<file path="src/rtl/uart_tx_ext_if.sv">
`timescale 1ns/1ps
`default_nettype none
// ============================================================================
// Module   : uart_tx_ext_if
// Purpose  : valid/ready word handshake between a producer and uart_tx_ext.
// Revision : 1.0 - initial release
// ============================================================================
interface uart_tx_ext_if #(
  parameter int BITWIDTH = 8
);
  logic [BITWIDTH-1:0] data;
  logic                valid;
  logic                ready;

  modport master (output data, output valid, input ready);
  modport slave  (input data, input valid, output ready);
endinterface
`default_nettype wire

</file>
<file path="src/rtl/uart_tx_ext.sv">
`timescale 1ns/1ps
`default_nettype none
// ============================================================================
// Module   : uart_tx_ext
// Purpose  : parametrised UART transmitter (5..9 data bits, optional parity,
//            1 or 2 stop bits) with valid/ready input and zero-gap chaining.
// Revision : 1.0 - initial release
// ============================================================================
module uart_tx_ext #(
  parameter int BITWIDTH = 8,
  parameter int DIVISOR  = 16,
  parameter int PARITY   = 0,
  parameter int STOPBITS = 1
) (
  input  logic         clk,
  input  logic         rst,
  uart_tx_ext_if.slave bus,
  output logic         txo,
  output logic         busy
);

  if (BITWIDTH < 5 || BITWIDTH > 9) begin : g_bad_bitwidth
    $error("uart_tx_ext: BITWIDTH must be 5..9");
  end
  if (DIVISOR < 1) begin : g_bad_divisor
    $error("uart_tx_ext: DIVISOR must be >= 1");
  end
  if (PARITY < 0 || PARITY > 2) begin : g_bad_parity
    $error("uart_tx_ext: PARITY must be 0, 1 or 2");
  end
  if (STOPBITS < 1 || STOPBITS > 2) begin : g_bad_stopbits
    $error("uart_tx_ext: STOPBITS must be 1 or 2");
  end

  localparam int              BAUD_W      = (DIVISOR > 1) ? $clog2(DIVISOR) : 1;
  localparam logic [BAUD_W-1:0] C_BAUD_LAST = BAUD_W'(DIVISOR - 1);
  localparam logic [3:0]      C_DATA_LAST = 4'(BITWIDTH - 1);
  localparam logic [3:0]      C_STOP_LAST = 4'(STOPBITS - 1);

  typedef enum logic [2:0] {
    S_IDLE   = 3'd0,
    S_START  = 3'd1,
    S_DATA   = 3'd2,
    S_PARITY = 3'd3,
    S_STOP   = 3'd4
  } state_e;

  state_e              state_q, state_d;
  logic [BAUD_W-1:0]   baud_q, baud_d;
  logic [3:0]          bit_q, bit_d;
  logic [BITWIDTH-1:0] shift_q, shift_d;
  logic                par_q, par_d;
  logic                txo_q, txo_d;
  logic                busy_q, busy_d;

  logic w_bit_end;
  logic w_ready;
  logic w_accept;
  logic w_par;

  assign w_bit_end = (baud_q == C_BAUD_LAST);
  // The only non-idle ready cycle is the last clk of the last stop bit.
  assign w_ready   = (state_q == S_IDLE) ||
                     ((state_q == S_STOP) && w_bit_end && (bit_q == C_STOP_LAST));
  assign w_accept  = bus.valid && w_ready;
  assign w_par     = (PARITY == 1) ? ~(^bus.data) : (^bus.data);

  assign bus.ready = w_ready;
  assign txo       = txo_q;
  assign busy      = busy_q;

  always_ff @(posedge clk) begin
    if (rst) begin
      state_q <= S_IDLE;
      baud_q  <= '0;
      bit_q   <= '0;
      shift_q <= '0;
      par_q   <= 1'b0;
      txo_q   <= 1'b1;
      busy_q  <= 1'b0;
    end else begin
      state_q <= state_d;
      baud_q  <= baud_d;
      bit_q   <= bit_d;
      shift_q <= shift_d;
      par_q   <= par_d;
      txo_q   <= txo_d;
      busy_q  <= busy_d;
    end
  end

  always_comb begin
    state_d = state_q;
    baud_d  = baud_q;
    bit_d   = bit_q;
    shift_d = shift_q;
    par_d   = par_q;
    txo_d   = txo_q;
    busy_d  = busy_q;

    if (state_q != S_IDLE) begin
      baud_d = w_bit_end ? '0 : baud_q + 1'b1;
    end

    case (state_q)
      S_IDLE: begin
        txo_d  = 1'b1;
        busy_d = 1'b0;
        baud_d = '0;
        bit_d  = '0;
      end
      S_START: begin
        if (w_bit_end) begin
          state_d = S_DATA;
          txo_d   = shift_q[0];
          bit_d   = '0;
        end
      end
      S_DATA: begin
        // txo always presents shift_q[0]; the next bit is shift_q[1] before the shift lands.
        if (w_bit_end) begin
          shift_d = shift_q >> 1;
          if (bit_q == C_DATA_LAST) begin
            bit_d = '0;
            if (PARITY != 0) begin
              state_d = S_PARITY;
              txo_d   = par_q;
            end else begin
              state_d = S_STOP;
              txo_d   = 1'b1;
            end
          end else begin
            bit_d = bit_q + 4'd1;
            txo_d = shift_q[1];
          end
        end
      end
      S_PARITY: begin
        if (w_bit_end) begin
          state_d = S_STOP;
          txo_d   = 1'b1;
          bit_d   = '0;
        end
      end
      S_STOP: begin
        if (w_bit_end) begin
          if (bit_q == C_STOP_LAST) begin
            state_d = S_IDLE;
            busy_d  = 1'b0;
            txo_d   = 1'b1;
            bit_d   = '0;
          end else begin
            bit_d = bit_q + 4'd1;
          end
        end
      end
      default: begin
        state_d = S_IDLE;
        txo_d   = 1'b1;
        busy_d  = 1'b0;
      end
    endcase

    // Accept overrides the above; it can only happen in IDLE or the final stop cycle.
    if (w_accept) begin
      state_d = S_START;
      shift_d = bus.data;
      par_d   = w_par;
      txo_d   = 1'b0;
      busy_d  = 1'b1;
      baud_d  = '0;
      bit_d   = '0;
    end
  end

endmodule
`default_nettype wire

</file>
<file path="src/flat_wrapper.sv">
// flat-port wrapper written by rule: the top's interface ports become plain ports
module uart_tx_ext_flat 
#(
  parameter int BITWIDTH = 8,
  parameter int DIVISOR  = 16,
  parameter int PARITY   = 0,
  parameter int STOPBITS = 1
)
  (clk, rst, txo, busy, bus_data, bus_valid, bus_ready);
  uart_tx_ext_if #(.BITWIDTH(BITWIDTH)) bus_i ();
  input  logic clk;
  input  logic rst;
  output logic txo;
  output logic busy;
  input wire logic [$bits(bus_i.data)-1:0] bus_data;
  input wire logic [$bits(bus_i.valid)-1:0] bus_valid;
  output wire logic [$bits(bus_i.ready)-1:0] bus_ready;
  assign bus_i.data = bus_data;
  assign bus_i.valid = bus_valid;
  assign bus_ready = bus_i.ready;
  uart_tx_ext #(.BITWIDTH(BITWIDTH), .DIVISOR(DIVISOR), .PARITY(PARITY), .STOPBITS(STOPBITS)) u_core (.clk(clk), .rst(rst), .bus(bus_i), .txo(txo), .busy(busy));
endmodule
</file>
<file path="config.mk">
export PLATFORM = sky130hd
export DESIGN_NAME = uart_tx_ext_flat
export DESIGN_NICKNAME = d
export VERILOG_FILES = /design/src/rtl/uart_tx_ext_if.sv /design/src/rtl/uart_tx_ext.sv /design/src/flat_wrapper.sv
export SDC_FILE = /design/constraint.sdc
export NUM_CORES = 1
export LEC_CHECK = 0
export CAP_MARGIN = 0
export CORE_ASPECT_RATIO = 1.1
export CORE_MARGIN = 2
export CORE_UTILIZATION = 35
export CTS_CLUSTER_DIAMETER = 50
export DETAILED_ROUTE_END_ITERATION = 16
export SETUP_SLACK_MARGIN = 0.05
export SYNTH_ARGS = -nofsm -noshare
export SYNTH_HDL_FRONTEND = slang
export SYNTH_SLANG_ARGS = --single-unit
</file>
<file path="constraint.sdc">
create_clock -name clk -period 4.1 [get_ports clk]
set_input_delay 0.41 -clock clk [delete_from_list [all_inputs] [get_ports clk]]
set_output_delay 0.41 -clock clk [all_outputs]
set_load 0.02 [all_outputs]
</file>
==> flow_metrics.tcl, run 1 <==
set metrics [dict create \
    status "finished clean" \
    largest_net_degree_at_the_start_of_global_routing 19 \
    sw_frac_of_total 0.277 \
    io_buffer_count 13 \
    cts.sinks 21 \
    final_setup_violation_count 0 \
    start_util 0.363 \
    setup_slack_ns 1.12 \
    via_per_inst 5.70 \
    drt_iter0_markers 42 \
    drt_drc_violations_left 0 \
    die_area_um2 3570 \
    clkSlewWorstSetupHoldPaths_ns 0.12 \
    power.density_cell_area_nw_per_um2 306 \
    gp_congestion 0.764 \
    antennaDiodeCount 0 \
    fraction_of_layout_instances_using_a_drive_strength_above_1 0.0563 \
    yosys_register_bits 21 \
    sum_of_negative_setup_slack_ns 0 \
    post_cts_resized 0 \
    finalClockSkew_ns 0.00510 \
    final-seq-area_um2 420 \
    worstHoldPathType "register to register" \
    grtUsageTotal 0.148 \
    cts_max_path_buffers 2 \
    cts_stage_hold_buffer_count 0 \
    grt_pass1_vias 919 \
    die-width_um 57.1 \
    post_synth_instance_area_um2 1090 \
    postRouteWirelength_um 2470 \
    post_drt_wl_per_cell_um 14.0 \
    num-nets-final 157 \
    dp_slack_ns 1.47 \
    critPathLaunchType "register" \
    crit_required_ns 3.69 \
    clock_latency_at_the_later_pin_of_the_worst_skew_pair_ns 0.32 \
    netlist-cell-type-count 37 \
    fmaxAchievable_ghz 0.336 \
    crit_fanout 12 \
    max_cap_viol_count 0 \
    syn-mean-instance-area_um2 8.23 \
    pwr-share-seq 0.578 \
    grt_first_pass_wirelength_um 4170 \
    multi_input_area_um2 602 \
    cellInternalPower_uw 277 \
    tritoncts_buffer_count 3 \
    detailed_place_hpwl_um 1830 \
    synth_warnings 0 \
    cts-htree-levels 1 \
    synth.yosys.seq_area_share 0.387 \
    filler_cell_count 305 \
    post-cts-setup-buffers 0 \
    power.switching_uw 106 \
    timing.final.crit_share 0.726 \
    worst_pin_slew_ns 0.857 \
    num_vias 1004 \
    worstPathArrival_ns 2.57 \
    syn_inst 132 \
    pins_over_their_slew_limit 0 \
    globalRouteOverflowTotal 0 \
    row_cnt 21 \
    cts_tree "done" \
    rsz_0062_raised_after_global_routing "no" \
    drt-pass1-iter-count 4 \
    report.final.hold_viol_count 0 \
    power.clock.fraction 0.275 \
    shortest_clock_period_the_worst_path_allows_after_layout_ns 2.98 \
    design.portCount 14 \
    syn2layout_area_growth_pct 15.3 \
    syn-num-nets 146 \
    criticalPathCategory "register to output port" \
    ir_worst_vdd_v 0.000156 \
    design.core.area_um2 3000 \
    power_frac_comb 0.147 \
    relSlewSlack 0.428 \
    initial_antenna_violation_count 0 \
    antenna_violating_nets_remaining 0 \
    crit_path_end_kind "output port" \
    floorplan.die.height_um 62.4 \
    cts_root_buffer "sky130_fd_sc_hd__clkbuf_4" \
    static-leakage-power_nw 0.425 \
]
==> synthesized netlist by cell type <==
| cell type | n | area (um2) |
|---|---|---|
| sky130_fd_sc_hd__clkbuf_1 | 5 | 18.8 |
| sky130_fd_sc_hd__nor3b_1 | 2 | 15.0 |
| sky130_fd_sc_hd__a21oi_1 | 10 | 50.1 |
| sky130_fd_sc_hd__nand3_1 | 6 | 30.0 |
| sky130_fd_sc_hd__or3b_1 | 1 | 8.76 |
| sky130_fd_sc_hd__nor2_1 | 7 | 26.3 |
| sky130_fd_sc_hd__dfxtp_1 | 21 | 420 |
| sky130_fd_sc_hd__o32a_2 | 1 | 11.3 |
| sky130_fd_sc_hd__o211ai_1 | 4 | 30.0 |
| sky130_fd_sc_hd__or3_1 | 1 | 6.26 |
| sky130_fd_sc_hd__a311oi_1 | 4 | 35.0 |
| sky130_fd_sc_hd__buf_1 | 1 | 3.75 |
| sky130_fd_sc_hd__nor4b_1 | 1 | 8.76 |
| sky130_fd_sc_hd__mux2i_1 | 1 | 10.0 |
| sky130_fd_sc_hd__buf_6 | 1 | 11.3 |
| sky130_fd_sc_hd__o21bai_1 | 3 | 22.5 |
| sky130_fd_sc_hd__or2_1 | 1 | 6.26 |
| sky130_fd_sc_hd__maj3_2 | 1 | 11.3 |
| sky130_fd_sc_hd__and2_1 | 1 | 6.26 |
| sky130_fd_sc_hd__o21ai_1 | 2 | 10.0 |
| sky130_fd_sc_hd__nor3_1 | 13 | 65.1 |
| sky130_fd_sc_hd__or4_4 | 1 | 11.3 |
| sky130_fd_sc_hd__a31oi_1 | 3 | 18.8 |
| sky130_fd_sc_hd__nand3b_1 | 1 | 7.51 |
| sky130_fd_sc_hd__a21o_1 | 1 | 7.51 |
| sky130_fd_sc_hd__a2bb2oi_1 | 3 | 26.3 |
| sky130_fd_sc_hd__and3_1 | 1 | 6.26 |
| sky130_fd_sc_hd__xnor2_1 | 2 | 17.5 |
| sky130_fd_sc_hd__nor4_1 | 1 | 6.26 |
| sky130_fd_sc_hd__nand4_1 | 1 | 6.26 |
| sky130_fd_sc_hd__inv_1 | 8 | 30.0 |
| sky130_fd_sc_hd__ha_1 | 3 | 37.5 |
| sky130_fd_sc_hd__nand2_1 | 12 | 45.0 |
| sky130_fd_sc_hd__a211oi_2 | 1 | 12.5 |
| sky130_fd_sc_hd__o21ai_0 | 3 | 15.0 |
| sky130_fd_sc_hd__a211oi_1 | 3 | 22.5 |
| sky130_fd_sc_hd__a31o_1 | 1 | 8.76 |
==> layer usage <==
metal  global-route usage  up-vias  routed length, um
li1                     -      508                  -
met5                    0        -                  0
met4               0.0698        0                 34
met3               0.0186        4                 78
met2                0.239       17               1210
met1                0.194      475               1150
==> worst max-delay path, cell delays in order, from the launching register on <==
cell	delay [ns]
sky130_fd_sc_hd__dfxtp_1	0.36
sky130_fd_sc_hd__ha_1	0.25
sky130_fd_sc_hd__and3_1	0.29
sky130_fd_sc_hd__a21oi_1	0.70
sky130_fd_sc_hd__nor2_1	0.09
sky130_fd_sc_hd__clkdlybuf4s50_1	0.57
==> flip-flops by register name, indices dropped and copies added, names as in the netlist <==
register,count
u_core.state_q,3
u_core.txo,1
u_core.shift_q,8
u_core.bit_q,4
u_core.baud_q,4
u_core.busy,1
==> worst paths after layout <==
kind | end | from | cells after the start | slack, ns
setup reg to reg | u_core.state_q[1]$_SDFFE_PP0P_ | u_core.baud_q[0]$_SDFFE_PP0P_ | 5 | 1.92
hold / removal | u_core.busy$_SDFFE_PP0P_ | u_core.busy$_SDFFE_PP0P_ | 2 | 0.49
setup / recovery | bus_ready | u_core.baud_q[0]$_SDFFE_PP0P_ | 5 | 1.12
hold reg to reg | u_core.busy$_SDFFE_PP0P_ | u_core.busy$_SDFFE_PP0P_ | 2 | 0.49
==> final cells by class <==
class | instances | area share
Multi-Input combinational cell | 96 | 0.481
Sequential cell | 21 | 0.336
Timing Repair Buffer | 13 | 0.104
Tap cell | 34 | 0.0340
Inverter | 8 | 0.0240
Clock buffer | 3 | 0.0180
Clock inverter | 1 | 0.00400
==> metrics by stage <==
stage	power [mW]	instance area [um2]	cells	util	hold WS (ns)
6_report	0.383	1250	176	0.418	0.493
5_1_grt	0.402	1250	176	0.418	0.522
4_1_cts	0.386	1250	176	0.418	0.497
3_5_place_dp	0.282	1220	172	0.409	0.479
3_3_place_gp	0.281	1220	172	0.409	0.467
2_1_floorplan	0.260	1090	132	-	0.455
==> power by group through the flow <==
stage | Sequential (mW) | Combinational, mW | Clock, mW
finish | 0.221 | 0.0564 | 0.105
floorplan | 0.225 | 0.0348 | 0
global route | 0.222 | 0.0622 | 0.118
detailed placement | 0.226 | 0.0562 | 0
CTS | 0.221 | 0.0566 | 0.109
global placement | 0.225 | 0.0558 | 0
==> layout by cell type, fill, tap and decap left out, types with 2 or more instances in the layout <==
cell type and instances:
sky130_fd_sc_hd__a211oi_1 3, sky130_fd_sc_hd__o21ai_0 3, sky130_fd_sc_hd__a21oi_1 10, sky130_fd_sc_hd__o211ai_1 4
sky130_fd_sc_hd__dfxtp_1 21, sky130_fd_sc_hd__o21ai_1 2, sky130_fd_sc_hd__a2bb2oi_1 3, sky130_fd_sc_hd__a31oi_1 3
sky130_fd_sc_hd__inv_1 8, sky130_fd_sc_hd__nor3_1 13, sky130_fd_sc_hd__ha_1 3, sky130_fd_sc_hd__o21bai_1 3
sky130_fd_sc_hd__nor3b_1 2, sky130_fd_sc_hd__nand2_1 12, sky130_fd_sc_hd__nand3_1 6, sky130_fd_sc_hd__a311oi_1 4
sky130_fd_sc_hd__nor2_1 7, sky130_fd_sc_hd__xnor2_1 2, sky130_fd_sc_hd__clkdlybuf4s50_1 13, sky130_fd_sc_hd__clkbuf_4 3
==> logic make-up after synthesis <==
kind of cell	after synthesis	share of synthesized area
and+or+nand+nor	50	0.235
AOI/OAI and AO/OA	39	0.249
DFF	21	0.387
buffers and inverters	15	0.0588
adders and majority gates	4	0.0449
xor gates and xnor gates	2	0.0161
muxes	1	0.00922
Power figures use the tool's default switching activity.
==> run 2, diff against run 1 <==
Clock period 4.1 ns to 2.7 ns, I/O delays scaled along.
==> run 2 against run 1 <==
Sequential share of layout area decreased by 0.40 points. Clock power increased by 48%. Non-clock buffer count is 2 higher. Sequential cell count unchanged. Global-route usage decreased by 0.46 points. Cell area up 1.2%. Largest cell class unchanged.
==> flow_metrics.tcl, run 2 (synthesis gave the netlist of run 1 again) <==
set metrics [dict create \
    status "finished clean" \
    design.core.area_um2 3000 \
    post-cts-setup-buffers 0 \
    numPlacedInstances 174 \
    drt-pass1-iter-count 4 \
    criticalPathCategory "register to output port" \
    most-common-layout-cells "sky130_fd_sc_hd__dfxtp_1, sky130_fd_sc_hd__nor3_1, sky130_fd_sc_hd__clkdlybuf4s50_1" \
    flip_flop_count_of_the_largest_register_all_copies_and_words_added 8 \
    clkSlewWorstSetupHoldPaths_ns 0.12 \
    postRouteWirelength_um 2460 \
    static-leakage-power_nw 0.435 \
    cts_root_buffer "sky130_fd_sc_hd__clkbuf_4" \
    worst_r2r_endpoint "u_core.bit_q[2]$_SDFFE_PP0P_" \
    worstPathArrival_ns 2.18 \
    finalCoreUtilization 0.423 \
    sw_frac_of_total 0.269 \
    critical_path.startpoint "u_core.bit_q[0]$_SDFFE_PP0P_" \
    max_cap_viol_count 0 \
    cts-htree-levels 1 \
    report.final.hold_viol_count 0 \
    post_drt_wl_per_cell_um 13.8 \
    reg_top3 "u_core.shift_q x8, u_core.baud_q x4, u_core.bit_q x4" \
    cts_tree "done" \
    critPathCapture "bus_ready" \
    rsz_0062_raised_after_global_routing "no" \
    fraction_of_layout_instances_using_a_drive_strength_above_1 0.0694 \
    grt_first_pass_wirelength_um 4110 \
    gp_congestion 0.921 \
    row_cnt 21 \
    grt_pass1_vias 963 \
    rr_startpoint "u_core.baud_q[0]$_SDFFE_PP0P_" \
    antennaDiodeCount 0 \
    largest-register "u_core.shift_q" \
    power.switching_uw 155 \
    crit_path_end_kind "output port" \
    die_area_um2 3570 \
    shortest_clock_period_the_worst_path_allows_after_layout_ns 2.45 \
    largest_net_degree_at_the_start_of_global_routing 19 \
    start_util 0.363 \
    grtUsageTotal 0.144 \
    tritoncts_buffer_count 3 \
    globalRouteOverflowTotal 0 \
    drt_drc_violations_left 0 \
    design.portCount 14 \
    fmaxAchievable_ghz 0.409 \
    pwr-share-seq 0.580 \
    power_frac_comb 0.152 \
    layout.cells.most_common "sky130_fd_sc_hd__dfxtp_1" \
    die-width_um 57.1 \
    total_non_filler_cell_area_in_the_finished_layout_um2 1270 \
    initial_antenna_violation_count 0 \
    num_vias 1014 \
    ir_worst_vdd_v 0.000239 \
    power.clock.fraction 0.268 \
    critPathLaunchType "register" \
    clock_latency_at_the_later_pin_of_the_worst_skew_pair_ns 0.31 \
    num-nets-final 159 \
    worst_pin_slew_ns 0.660 \
    relSlewSlack 0.559 \
    crit_required_ns 2.43 \
    finalNonFillerCells 178 \
    cts.sinks 21 \
    cellInternalPower_uw 422 \
    cts_max_path_buffers 2 \
    syn2layout_area_growth_pct 16.7 \
    worstHoldPathType "register to register" \
    reg2reg_slack_ns 0.63 \
    filler_cell_count 312 \
    via_per_inst 5.70 \
    worst_r2r_path_depth 5 \
    pins_over_their_slew_limit 0 \
    timing.final.crit_share 0.906 \
    cts_stage_hold_buffer_count 0 \
    detailed_place_hpwl_um 1810 \
    antenna_violating_nets_remaining 0 \
    crit_fanout 4 \
    placed_cell_area_um2 1240 \
    drt_iter0_markers 32 \
    post_cts_resized 0 \
    sum_of_negative_setup_slack_ns 0 \
    final_setup_violation_count 0 \
    io_buffer_count 13 \
    floorplan.die.height_um 62.4 \
    power.density_cell_area_nw_per_um2 456 \
    finalClockSkew_ns 0.00152 \
]
[run 2: cell count changes in the layout (fill, tap and decap cells not counted), sizes merged]
cell / delta
buf: +2
[run 2: worst min path at each step]
stage               slack [ns]  depth (start not counted)                      startpoint                              to
floorplan                 0.42                          2                       bus_valid  u_core.shift_q[7]$_SDFFE_PP0P_
global placement          0.47                          1   u_core.baud_q[0]$_SDFFE_PP0P_   u_core.baud_q[0]$_SDFFE_PP0P_
detailed placement        0.48                          2  u_core.shift_q[3]$_SDFFE_PP0P_  u_core.shift_q[2]$_SDFFE_PP0P_
CTS                       0.50                          2  u_core.shift_q[3]$_SDFFE_PP0P_  u_core.shift_q[2]$_SDFFE_PP0P_
global route              0.52                          2  u_core.shift_q[0]$_SDFFE_PP0P_  u_core.shift_q[0]$_SDFFE_PP0P_
finish                    0.50                          2        u_core.busy$_SDFFE_PP0P_        u_core.busy$_SDFFE_PP0P_
[run 2: power groups by stage]
stage,sequential [mW],clock (mW),combinational [mW]
global placement,0.341,0,0.0871
finish,0.335,0.155,0.0879
global route,0.337,0.178,0.0971
detailed placement,0.342,0,0.0882
floorplan,0.342,0,0.0528
CTS,0.335,0.160,0.0884
[run 2: critical path, stage by stage, from the launching register on]
cell and delay [ns]:
sky130_fd_sc_hd__dfxtp_1 0.34, sky130_fd_sc_hd__inv_1 0.09, sky130_fd_sc_hd__ha_1 0.15, sky130_fd_sc_hd__nor3b_1 0.42, sky130_fd_sc_hd__a21oi_1 0.16, sky130_fd_sc_hd__nor2_1 0.11
sky130_fd_sc_hd__clkdlybuf4s50_1 0.60
[run 2: stage by stage]
stage | total power, mW | hold slack (ns) | setup slack, ns
CTS | 0.583 | 0.499 | 0.260
global route | 0.612 | 0.519 | 0.0892
floorplan | 0.395 | 0.420 | 0.839
global placement | 0.428 | 0.467 | 0.690
finish | 0.577 | 0.497 | 0.253
detailed placement | 0.430 | 0.481 | 0.616
[run 2: routing by layer]
layer,routed length (um),share of wire,global-route usage
met5,0,0,0
met3,75,0.031,0.0186
met4,83,0.034,0.0814
met2,1190,0.48,0.237
met1,1110,0.45,0.177
[run 2: cell type report]
cell class	count	area, um2	area share
clock buffer	3	22.5	0.0178
tap	34	42.5	0.0336
sequential	21	420	0.332
multi-input combinational	96	602	0.475
inverter	8	30.0	0.0237
timing repair buffer	15	145	0.115
clock inverter	1	5.00	0.00395
==> run 3, diff against run 2 <==
Settings changed: RECOVER_POWER set to 25.
==> run 3 against run 2 <==
Maximum frequency did not move. Sequential power hardly changed. Largest power group unchanged. Clock skew is essentially flat. Worst setup slack did not move. Register-to-register slack about the same. Via count is essentially flat. Critical path type unchanged.
==> flow_metrics.tcl, run 3 (synthesis gave the netlist of run 1 again) <==
set metrics [dict create \
    drt-pass1-iter-count 4 \
    cp_top_family "buffers and inverters" \
    power.density_cell_area_nw_per_um2 455 \
    io_buffer_count 13 \
    detailed_place_hpwl_um 1810 \
    shortest_clock_period_the_worst_path_allows_after_layout_ns 2.45 \
    worstPathArrival_ns 2.18 \
    critPathLaunchType "register" \
    grt_first_pass_wirelength_um 4110 \
    num-nets-final 159 \
    most-common-layout-cells "sky130_fd_sc_hd__dfxtp_1, sky130_fd_sc_hd__nor3_1, sky130_fd_sc_hd__nand2_1" \
    row_cnt 21 \
    timing.final.crit_share 0.906 \
    finalClockSkew_ns 0.00167 \
    finalCoreUtilization 0.423 \
    postRouteWirelength_um 2450 \
    tritoncts_buffer_count 3 \
    design.portCount 14 \
    flip_flop_count_of_the_largest_register_all_copies_and_words_added 8 \
    cts_tree "done" \
    cp_slowest_cell "sky130_fd_sc_hd__clkdlybuf4s50_1" \
    crit_path_end_kind "output port" \
    largest_net_degree_at_the_start_of_global_routing 19 \
    drt_drc_violations_left 0 \
    cts.sinks 21 \
    pins_over_their_slew_limit 0 \
    grt_pass1_vias 963 \
    cts_root_buffer "sky130_fd_sc_hd__clkbuf_4" \
    crit_required_ns 2.43 \
    worstPathBufferInverterCount 2 \
    critical_path.startpoint "u_core.bit_q[0]$_SDFFE_PP0P_" \
    initial_antenna_violation_count 0 \
    rsz_0062_raised_after_global_routing "no" \
    ir_worst_vdd_v 0.000240 \
    via_per_inst 5.70 \
    worstSetupPathDepth 6 \
    dp_slack_ns 0.616 \
    largest-register "u_core.shift_q" \
    reg2reg_slack_ns 0.63 \
    cp_max_stage_delay_ns 0.60 \
    post_cts_resized 0 \
    status "finished clean" \
    worst_r2r_endpoint "u_core.bit_q[2]$_SDFFE_PP0P_" \
    relSlewSlack 0.561 \
    drt_iter0_markers 32 \
    crit_fanout 4 \
    layout.cells.most_common "sky130_fd_sc_hd__dfxtp_1" \
    static-leakage-power_nw 0.435 \
    report.final.hold_viol_count 0 \
    globalRouteOverflowTotal 0 \
    reg_top3 "u_core.shift_q x8, u_core.baud_q x4, u_core.bit_q x4" \
    die-width_um 57.1 \
    grtUsageTotal 0.144 \
    post_drt_wl_per_cell_um 13.8 \
    setup_slack_ns 0.253 \
    antennaDiodeCount 0 \
    critPathCapture "bus_ready" \
    criticalPathCategory "register to output port" \
    start_util 0.363 \
    cts_stage_hold_buffer_count 0 \
    worst_r2r_path_depth 5 \
    final-seq-area_um2 420 \
    fraction_of_layout_instances_using_a_drive_strength_above_1 0.0694 \
    syn2layout_area_growth_pct 16.7 \
    cts_max_path_buffers 2 \
    cts-htree-levels 1 \
    antenna_violating_nets_remaining 0 \
    design.core.area_um2 3000 \
    num_vias 1015 \
    min_path_cells 2 \
    gp_congestion 0.921 \
    clkSlewWorstSetupHoldPaths_ns 0.12 \
    timing.critical_path.cells "inv_1, ha_1, nor3b_1, a21oi_1, nor2_1, clkdlybuf4s50_1" \
    die_area_um2 3570 \
    fmaxAchievable_ghz 0.409 \
    sum_of_negative_setup_slack_ns 0 \
    worstHoldPathType "register to register" \
    rr_startpoint "u_core.baud_q[0]$_SDFFE_PP0P_" \
    max_cap_viol_count 0 \
    clock_latency_at_the_later_pin_of_the_worst_skew_pair_ns 0.31 \
    filler_cell_count 312 \
    final_setup_violation_count 0 \
    multi_input_area_um2 602 \
    worst_pin_slew_ns 0.657 \
    post-cts-setup-buffers 0 \
    floorplan.die.height_um 62.4 \
]
run 3: changes by cell type in the layout (fill, tap and decap cells not counted), sizes merged:
cell | previous run | this run
clkdlybuf4s50 | 13 | 11
dlygate4sd3 | 0 | 2
run 3: cell type report:
type | count | share of cell area
Sequential cell | 21 | 0.332
Tap cell | 34 | 0.0336
Timing Repair Buffer | 15 | 0.115
Clock inverter | 1 | 0.00395
Clock buffer | 3 | 0.0178
Inverter | 8 | 0.0237
Multi-Input combinational cell | 96 | 0.475
run 3: power breakdown:
group	total (mW)	internal, mW	switching (mW)	leakage (nW)
clock	0.155	0.0553	0.0995	0.0177
sequential	0.335	0.325	0.00998	0.172
combinational	0.0871	0.0411	0.0460	0.246
run 3: stage by stage:
| step | std cells | hold slack [ns] | cell area (um2) | power (mW) |
|---|---|---|---|---|
| after floorplan | 132 | 0.420 | 1090 | 0.395 |
| after global placement | 174 | 0.467 | 1240 | 0.428 |
| after detailed placement | 174 | 0.481 | 1240 | 0.430 |
| after CTS | 178 | 0.499 | 1270 | 0.583 |
| after global routing | 178 | 0.519 | 1270 | 0.611 |
| final | 178 | 0.498 | 1270 | 0.577 |
run 3: worst min-delay path by stage:
stage	start	to	slack (ns)
6_report	u_core.busy$_SDFFE_PP0P_	u_core.busy$_SDFFE_PP0P_	0.50
2_1_floorplan	bus_valid	u_core.shift_q[7]$_SDFFE_PP0P_	0.42
3_3_place_gp	u_core.baud_q[0]$_SDFFE_PP0P_	u_core.baud_q[0]$_SDFFE_PP0P_	0.47
4_1_cts	u_core.shift_q[3]$_SDFFE_PP0P_	u_core.shift_q[2]$_SDFFE_PP0P_	0.50
3_5_place_dp	u_core.shift_q[3]$_SDFFE_PP0P_	u_core.shift_q[2]$_SDFFE_PP0P_	0.48
5_1_grt	u_core.shift_q[0]$_SDFFE_PP0P_	u_core.shift_q[0]$_SDFFE_PP0P_	0.52
run 3: worst register-to-register path, delay by kind of cell, from the launching register on:
family	cells	cell delay [ns]
simple gates	2	0.71
fa+ha+maj	2	0.68
flops	1	0.40
compound gates	1	0.21
run 3: routing by layer:
| metal | vias to the layer above | share of wire | GRT usage |
|---|---|---|---|
| met5 | - | 0 | 0 |
| met4 | 0 | 0.034 | 0.0814 |
| met3 | 10 | 0.031 | 0.0186 |
| met2 | 20 | 0.49 | 0.237 |
| met1 | 477 | 0.45 | 0.177 |
| li1 | 508 | - | - |
